`src/rtl/multi_token_reader_if.sv`:
```
// Channel bundle for multi_token_reader: producer-side VALID/CONSUMED data and
// enable channels, consumer-side VALID/ACCEPT head token, and statistics.
// master = surrounding logic (producer + consumer), slave = the reader.
interface multi_token_reader_if #(
  parameter int width = 1
);
  localparam int W = (width > 0) ? width : 1;

  logic [W-1:0] IN_READ;
  logic         IN_READ_VALID;
  logic         IN_READ_CONSUMED;
  logic         IN_EN;
  logic         IN_EN_VALID;
  logic         IN_EN_CONSUMED;
  logic [W-1:0] OUT_DATA;
  logic         OUT_EN;
  logic         OUT_VALID;
  logic         OUT_ACCEPT;
  logic [15:0]  TOKEN_COUNT;
  logic [15:0]  SKIP_COUNT;

  modport master (
    output IN_READ, IN_READ_VALID, IN_EN, IN_EN_VALID, OUT_ACCEPT,
    input  IN_READ_CONSUMED, IN_EN_CONSUMED, OUT_DATA, OUT_EN, OUT_VALID,
           TOKEN_COUNT, SKIP_COUNT
  );

  modport slave (
    input  IN_READ, IN_READ_VALID, IN_EN, IN_EN_VALID, OUT_ACCEPT,
    output IN_READ_CONSUMED, IN_EN_CONSUMED, OUT_DATA, OUT_EN, OUT_VALID,
           TOKEN_COUNT, SKIP_COUNT
  );
endinterface

```
`src/rtl/multi_token_reader.sv`:
```
// multi_token_reader: joins a data channel and an enable channel into one
// token, buffers it in a 2-entry FIFO and presents it through VALID/ACCEPT.
// Optional macro MULTI_TOKEN_READER_BYPASS_EN: when the FIFO is empty, an
// incoming stored token is presented combinationally in the same cycle.
module multi_token_reader #(
  parameter int width         = 1,
  parameter int SKIP_DISABLED = 0
) (
  input logic                 CLK,
  input logic                 RST_N,
  multi_token_reader_if.slave bus
);

  localparam int W = (width > 0) ? width : 1;

  typedef enum logic [1:0] {
    EMPTY = 2'd0,
    ONE   = 2'd1,
    FULL  = 2'd2
  } state_e;

  state_e       state_q;
  logic         valid_q;
  logic [W-1:0] head_data_q;
  logic         head_en_q;
  logic [W-1:0] tail_data_q;
  logic         tail_en_q;
  logic [15:0]  token_cnt_q;
  logic [15:0]  skip_cnt_q;

  logic         inp_valid;
  logic         in_fire;
  logic         store;
  logic         out_fire;
  logic         out_valid;
  logic         out_en;
  logic [W-1:0] out_data;
  logic [W-1:0] in_data;
  logic         skip_en;

  // Without a data channel the stored data is tied to zero.
  if (width == 0) begin : g_no_data
    assign in_data   = '0;
    assign inp_valid = bus.IN_EN_VALID;
  end else begin : g_data
    assign in_data   = bus.IN_READ;
    assign inp_valid = bus.IN_READ_VALID && bus.IN_EN_VALID;
  end

  assign skip_en  = (SKIP_DISABLED != 0);
  assign in_fire  = inp_valid && (state_q != FULL);
  assign store    = in_fire && !(skip_en && !bus.IN_EN);
  assign out_fire = out_valid && bus.OUT_ACCEPT;

  // Both channels are consumed together; never during reset, never from ACCEPT.
  assign bus.IN_READ_CONSUMED = in_fire && RST_N;
  assign bus.IN_EN_CONSUMED   = in_fire && RST_N;

  // Head token presentation, with optional same-cycle bypass when empty.
  always_comb begin
    out_valid = valid_q;
    out_data  = head_data_q;
    out_en    = head_en_q;
`ifdef MULTI_TOKEN_READER_BYPASS_EN
    if ((state_q == EMPTY) && store) begin
      out_valid = 1'b1;
      out_data  = in_data;
      out_en    = bus.IN_EN;
    end
`endif
  end

  assign bus.OUT_VALID   = out_valid;
  assign bus.OUT_DATA    = out_data;
  assign bus.OUT_EN      = out_en;
  assign bus.TOKEN_COUNT = token_cnt_q;
  assign bus.SKIP_COUNT  = skip_cnt_q;

  // Occupancy FSM, FIFO storage and per-token statistics.
  always_ff @(posedge CLK) begin
    if (!RST_N) begin
      state_q     <= EMPTY;
      valid_q     <= 1'b0;
      head_data_q <= '0;
      head_en_q   <= 1'b0;
      tail_data_q <= '0;
      tail_en_q   <= 1'b0;
      token_cnt_q <= '0;
      skip_cnt_q  <= '0;
    end else begin
      if (in_fire) begin
        token_cnt_q <= token_cnt_q + 16'd1;
      end
      if (in_fire && !store) begin
        skip_cnt_q <= skip_cnt_q + 16'd1;
      end
      case (state_q)
        EMPTY: begin
          // out_fire here is only possible via bypass: token delivered, stay empty
          if (store) begin
            head_data_q <= in_data;
            head_en_q   <= bus.IN_EN;
            if (!out_fire) begin
              state_q <= ONE;
              valid_q <= 1'b1;
            end
          end
        end
        ONE: begin
          if (store && out_fire) begin
            head_data_q <= in_data;
            head_en_q   <= bus.IN_EN;
          end else if (store) begin
            tail_data_q <= in_data;
            tail_en_q   <= bus.IN_EN;
            state_q     <= FULL;
          end else if (out_fire) begin
            state_q <= EMPTY;
            valid_q <= 1'b0;
          end
        end
        FULL: begin
          if (out_fire) begin
            head_data_q <= tail_data_q;
            head_en_q   <= tail_en_q;
            state_q     <= ONE;
          end
        end
        default: begin
          state_q <= EMPTY;
          valid_q <= 1'b0;
        end
      endcase
    end
  end

endmodule

```
`src/flat_wrapper.sv`:
```
// flat-port wrapper written by rule: the top's interface ports become plain ports
module multi_token_reader_flat 
#(
  parameter int width         = 1,
  parameter int SKIP_DISABLED = 0
)
  (CLK, RST_N, bus_IN_READ, bus_IN_READ_VALID, bus_IN_EN, bus_IN_EN_VALID, bus_OUT_ACCEPT, bus_IN_READ_CONSUMED, bus_IN_EN_CONSUMED, bus_OUT_DATA, bus_OUT_EN, bus_OUT_VALID, bus_TOKEN_COUNT, bus_SKIP_COUNT);
  multi_token_reader_if #(.width(width)) bus_i ();
  input logic CLK;
  input logic RST_N;
  input wire logic [$bits(bus_i.IN_READ)-1:0] bus_IN_READ;
  input wire logic [$bits(bus_i.IN_READ_VALID)-1:0] bus_IN_READ_VALID;
  input wire logic [$bits(bus_i.IN_EN)-1:0] bus_IN_EN;
  input wire logic [$bits(bus_i.IN_EN_VALID)-1:0] bus_IN_EN_VALID;
  input wire logic [$bits(bus_i.OUT_ACCEPT)-1:0] bus_OUT_ACCEPT;
  output wire logic [$bits(bus_i.IN_READ_CONSUMED)-1:0] bus_IN_READ_CONSUMED;
  output wire logic [$bits(bus_i.IN_EN_CONSUMED)-1:0] bus_IN_EN_CONSUMED;
  output wire logic [$bits(bus_i.OUT_DATA)-1:0] bus_OUT_DATA;
  output wire logic [$bits(bus_i.OUT_EN)-1:0] bus_OUT_EN;
  output wire logic [$bits(bus_i.OUT_VALID)-1:0] bus_OUT_VALID;
  output wire logic [$bits(bus_i.TOKEN_COUNT)-1:0] bus_TOKEN_COUNT;
  output wire logic [$bits(bus_i.SKIP_COUNT)-1:0] bus_SKIP_COUNT;
  assign bus_i.IN_READ = bus_IN_READ;
  assign bus_i.IN_READ_VALID = bus_IN_READ_VALID;
  assign bus_i.IN_EN = bus_IN_EN;
  assign bus_i.IN_EN_VALID = bus_IN_EN_VALID;
  assign bus_i.OUT_ACCEPT = bus_OUT_ACCEPT;
  assign bus_IN_READ_CONSUMED = bus_i.IN_READ_CONSUMED;
  assign bus_IN_EN_CONSUMED = bus_i.IN_EN_CONSUMED;
  assign bus_OUT_DATA = bus_i.OUT_DATA;
  assign bus_OUT_EN = bus_i.OUT_EN;
  assign bus_OUT_VALID = bus_i.OUT_VALID;
  assign bus_TOKEN_COUNT = bus_i.TOKEN_COUNT;
  assign bus_SKIP_COUNT = bus_i.SKIP_COUNT;
  multi_token_reader #(.width(width), .SKIP_DISABLED(SKIP_DISABLED)) u_core (.CLK(CLK), .RST_N(RST_N), .bus(bus_i));
endmodule
```
`config.mk`:
```
export PLATFORM = sky130hd
export DESIGN_NAME = multi_token_reader_flat
export DESIGN_NICKNAME = d
export VERILOG_FILES = /design/src/rtl/multi_token_reader_if.sv /design/src/rtl/multi_token_reader.sv /design/src/flat_wrapper.sv
export SDC_FILE = /design/constraint.sdc
export NUM_CORES = 1
export LEC_CHECK = 0
export CORE_MARGIN = 2
export CORE_UTILIZATION = 40
export CTS_CLUSTER_DIAMETER = 150
export CTS_CLUSTER_SIZE = 40
export DETAILED_ROUTE_END_ITERATION = 10
export PLACE_DENSITY_LB_ADDON = 0.12
export SLEW_MARGIN = 20
export SYNTH_ARGS = -nofsm -noshare
export SYNTH_HDL_FRONTEND = slang
export SYNTH_SLANG_ARGS = --single-unit
```
`constraint.sdc`:
```
create_clock -name CLK -period 2.2 [get_ports CLK]
set_clock_uncertainty 0.1 [all_clocks]
set_input_delay 0.44 -clock CLK [delete_from_list [all_inputs] [get_ports CLK]]
set_output_delay 0.44 -clock CLK [all_outputs]
set_load 0.01 [all_outputs]
```
==> results_dict.tcl <==
set metrics [dict create \
    outcome "completed" \
    dp_hpwl_um 1850 \
    cp-start-kind "primary input" \
    synth_top_area_share 0.381 \
    yosys.area.top_type "dfxtp_1" \
    endpoint_kind "flop" \
    holdWs_ns 0.394 \
    slew_violations 0 \
    max_cap_viol_count 0 \
    cts_buffers 3 \
    start_util 0.431 \
    rrSetupSlack_ns 0.25 \
    wirelength_um 2440 \
    grt_overflow 0 \
    nets 191 \
    rows 19 \
    clockBufferDepth 2 \
    whs_endpoint "u_core.bus.OUT_EN$_SDFFE_PN0P_" \
    yosysSeqAreaShare 0.381 \
    drt_iter0_markers 25 \
    num-fill-cells 277 \
    grtUsageTotal 0.150 \
    r2r_cells 5 \
    avgSynthCellArea_sq_um 8.12 \
    wl_per_cell_um 11.5 \
    die_h_um 59.0 \
    port-buffer-count 27 \
    busiest_layer "met2" \
    use_met2 0.251 \
    grt_pass1_wl_um 3940 \
    grt_max_degree 22 \
    cts_sinks 23 \
    drive_above_1_share 0.0934 \
    startpoint "bus_IN_EN_VALID" \
    hold_start "u_core.tail_en_q$_SDFFE_PN0P_" \
    ys_types 35 \
    ant_nets 0 \
    cts_tree "done" \
    antenna_found_initial 0 \
    stdcell_count 213 \
    reg2reg_from "u_core.bus.TOKEN_COUNT[0]$_SDFFE_PN0P_" \
    cp_max_fo 5 \
    drt-pass1-iter-count 4 \
    period_needed_ns 2.12 \
    ys_warn_count 0 \
    post_cts_resized 3 \
    hold-path-cell-count 2 \
    num_io_pins 44 \
    hold_violations 0 \
    r2r_end "u_core.bus.TOKEN_COUNT[14]$_SDFFE_PN0P_" \
    holdBufCountCts 0 \
    core-area_sq_um 2810 \
    gp_congestion 0.676 \
    ys.flop_type "dfxtp_1" \
    crit_required_ns 2.36 \
    total_leakage_power_nw 0.564 \
    crit_arrival_ns 2.28 \
    dieArea_sq_um 3480 \
    ys_top_cells_by_count "dfxtp_1, buf_4, nand2_1" \
    grt_util_met3 0.0349 \
    hp-class "reg -> reg" \
    synthTopCellsByArea "dfxtp_1, buf_4, xnor2_1" \
    powerDensity_nw_per_um2 488 \
    dpl_cell_area_sq_um 1500 \
    clk_latency_ns 0.32 \
    antenna-diode-count 0 \
    fin_area_sq_um 1530 \
    cts_setup_buffers 0 \
    peakVddDrop_uv 306 \
    clk_pin_slew_ns 0.13 \
    fmaxAchievable_mhz 472 \
    drc_errors 0 \
    rsz0062_at_grt "no" \
    netlist_area_sq_um 1210 \
    h-tree-depth 1 \
    area.growth.synth_to_final_pct 26.7 \
    route.vias.total 1056 \
    synth-async-reset-ratio 0 \
    yosysMostFrequentCell "dfxtp_1" \
    cts_root_buf "clkbuf_4" \
    crit_top_cell "or4_1" \
    finalCritPeriodShare 0.963 \
    slowest_stage "or4_1" \
    synthCells 149 \
    dp.cells 209 \
    ys_ff_latch 23 \
    finalSetupViolCount 0 \
    cp_cell_sequence "clkdlybuf4s50_1, nand2_1, or4_1, or4_1, a21oi_1" \
    critical_path.max_stage_delay_ns 0.57 \
    gr-usage-met1 0.177 \
    die_w_um 59.0 \
    post-route-util 0.546 \
    crit_type "in -> reg" \
    grt_pass1_vias 950 \
    synth_edf_count 0 \
    drt-vias-per-instance 4.96 \
]
==> placed cells by master, fill, tap and decap left out, types with 2 or more instances in the layout <==
cell / count
a21oi_1: 11
a311oi_1: 2
buf_4: 11
clkbuf_4: 3
clkdlybuf4s50_1: 25
conb_1: 16
dfxtp_1: 23
dlygate4sd2_1: 2
inv_1: 6
mux2i_1: 3
nand2_1: 14
nand2b_1: 2
nand3_1: 4
nor2_1: 13
nor3_1: 2
nor3b_1: 2
nor4_1: 2
o21ai_0: 5
o31ai_1: 3
or3_1: 5
or4_1: 5
xnor2_1: 8
==> through the flow <==
step | setup slack, ns | power (mW) | TNS [ns]
final | 0.0812 | 0.748 | 0
after CTS | 0.0912 | 0.757 | 0
after global placement | -0.221 | 0.553 | -1.83
after detailed placement | -0.284 | 0.555 | -2.23
after floorplan | 0.253 | 0.526 | 0
after global routing | 0.00577 | 0.786 | 0
==> critical path, delay by kind of cell <==
kind                   cells  cell delay [ns]
and+or+nand+nor            3             1.18
AOI/OAI and AO/OA          1             0.16
buffers and inverters      1             0.50
==> worst max path at each step <==
stage | slack, ns | end
2_1_floorplan | 0.25 | u_core.bus.TOKEN_COUNT[14]$_SDFFE_PN0P_
3_3_place_gp | -0.22 | bus_IN_EN_CONSUMED
3_5_place_dp | -0.28 | bus_IN_EN_CONSUMED
4_1_cts | 0.09 | u_core.bus.TOKEN_COUNT[14]$_SDFFE_PN0P_
5_1_grt | 0.006 | u_core.bus.TOKEN_COUNT[12]$_SDFFE_PN0P_
6_report | 0.08 | u_core.bus.TOKEN_COUNT[14]$_SDFFE_PN0P_
==> metal layers <==
metal,part of all wire,vias up,wire [um]
met1,0.46,473,1130
li1,-,547,-
met3,0.052,4,128
met2,0.46,32,1130
met5,0,-,0
met4,0.018,0,44
==> area by class of cell <==
cell class	instances	area [sq um]	area share
Clock buffer	3	22.5	0.0147
Tap cell	31	38.8	0.0253
Sequential cell	23	460	0.300
Multi-Input combinational cell	111	633	0.413
Clock inverter	1	5.00	0.00327
Inverter	6	22.5	0.0147
Timing Repair Buffer	38	350	0.229
==> logic make-up after synthesis <==
kind of cell / share of synthesized area
xor gates and xnor gates: 0.0579
muxes: 0.0248
adders and majority gates: 0.0103
and+or+nand+nor: 0.251
AOI/OAI and AO/OA: 0.125
other: 0.00310
DFF: 0.381
buffers and inverters: 0.147
==> report_power, final <==
group	switching [mW]	internal (mW)	total, mW
sequential	0.00754	0.427	0.435
clock	0.135	0.0681	0.203
combinational	0.0577	0.0528	0.111
==> registers in the layout (all words and copies together) (netlist names) <==
register                count
u_core.state_q              2
u_core.tail_en_q            1
u_core.tail_data_q          1
u_core.bus.OUT_DATA         1
u_core.bus.OUT_VALID        1
u_core.bus.TOKEN_COUNT     16
u_core.bus.OUT_EN           1
Note: power is estimated with default switching activity, not from simulation.
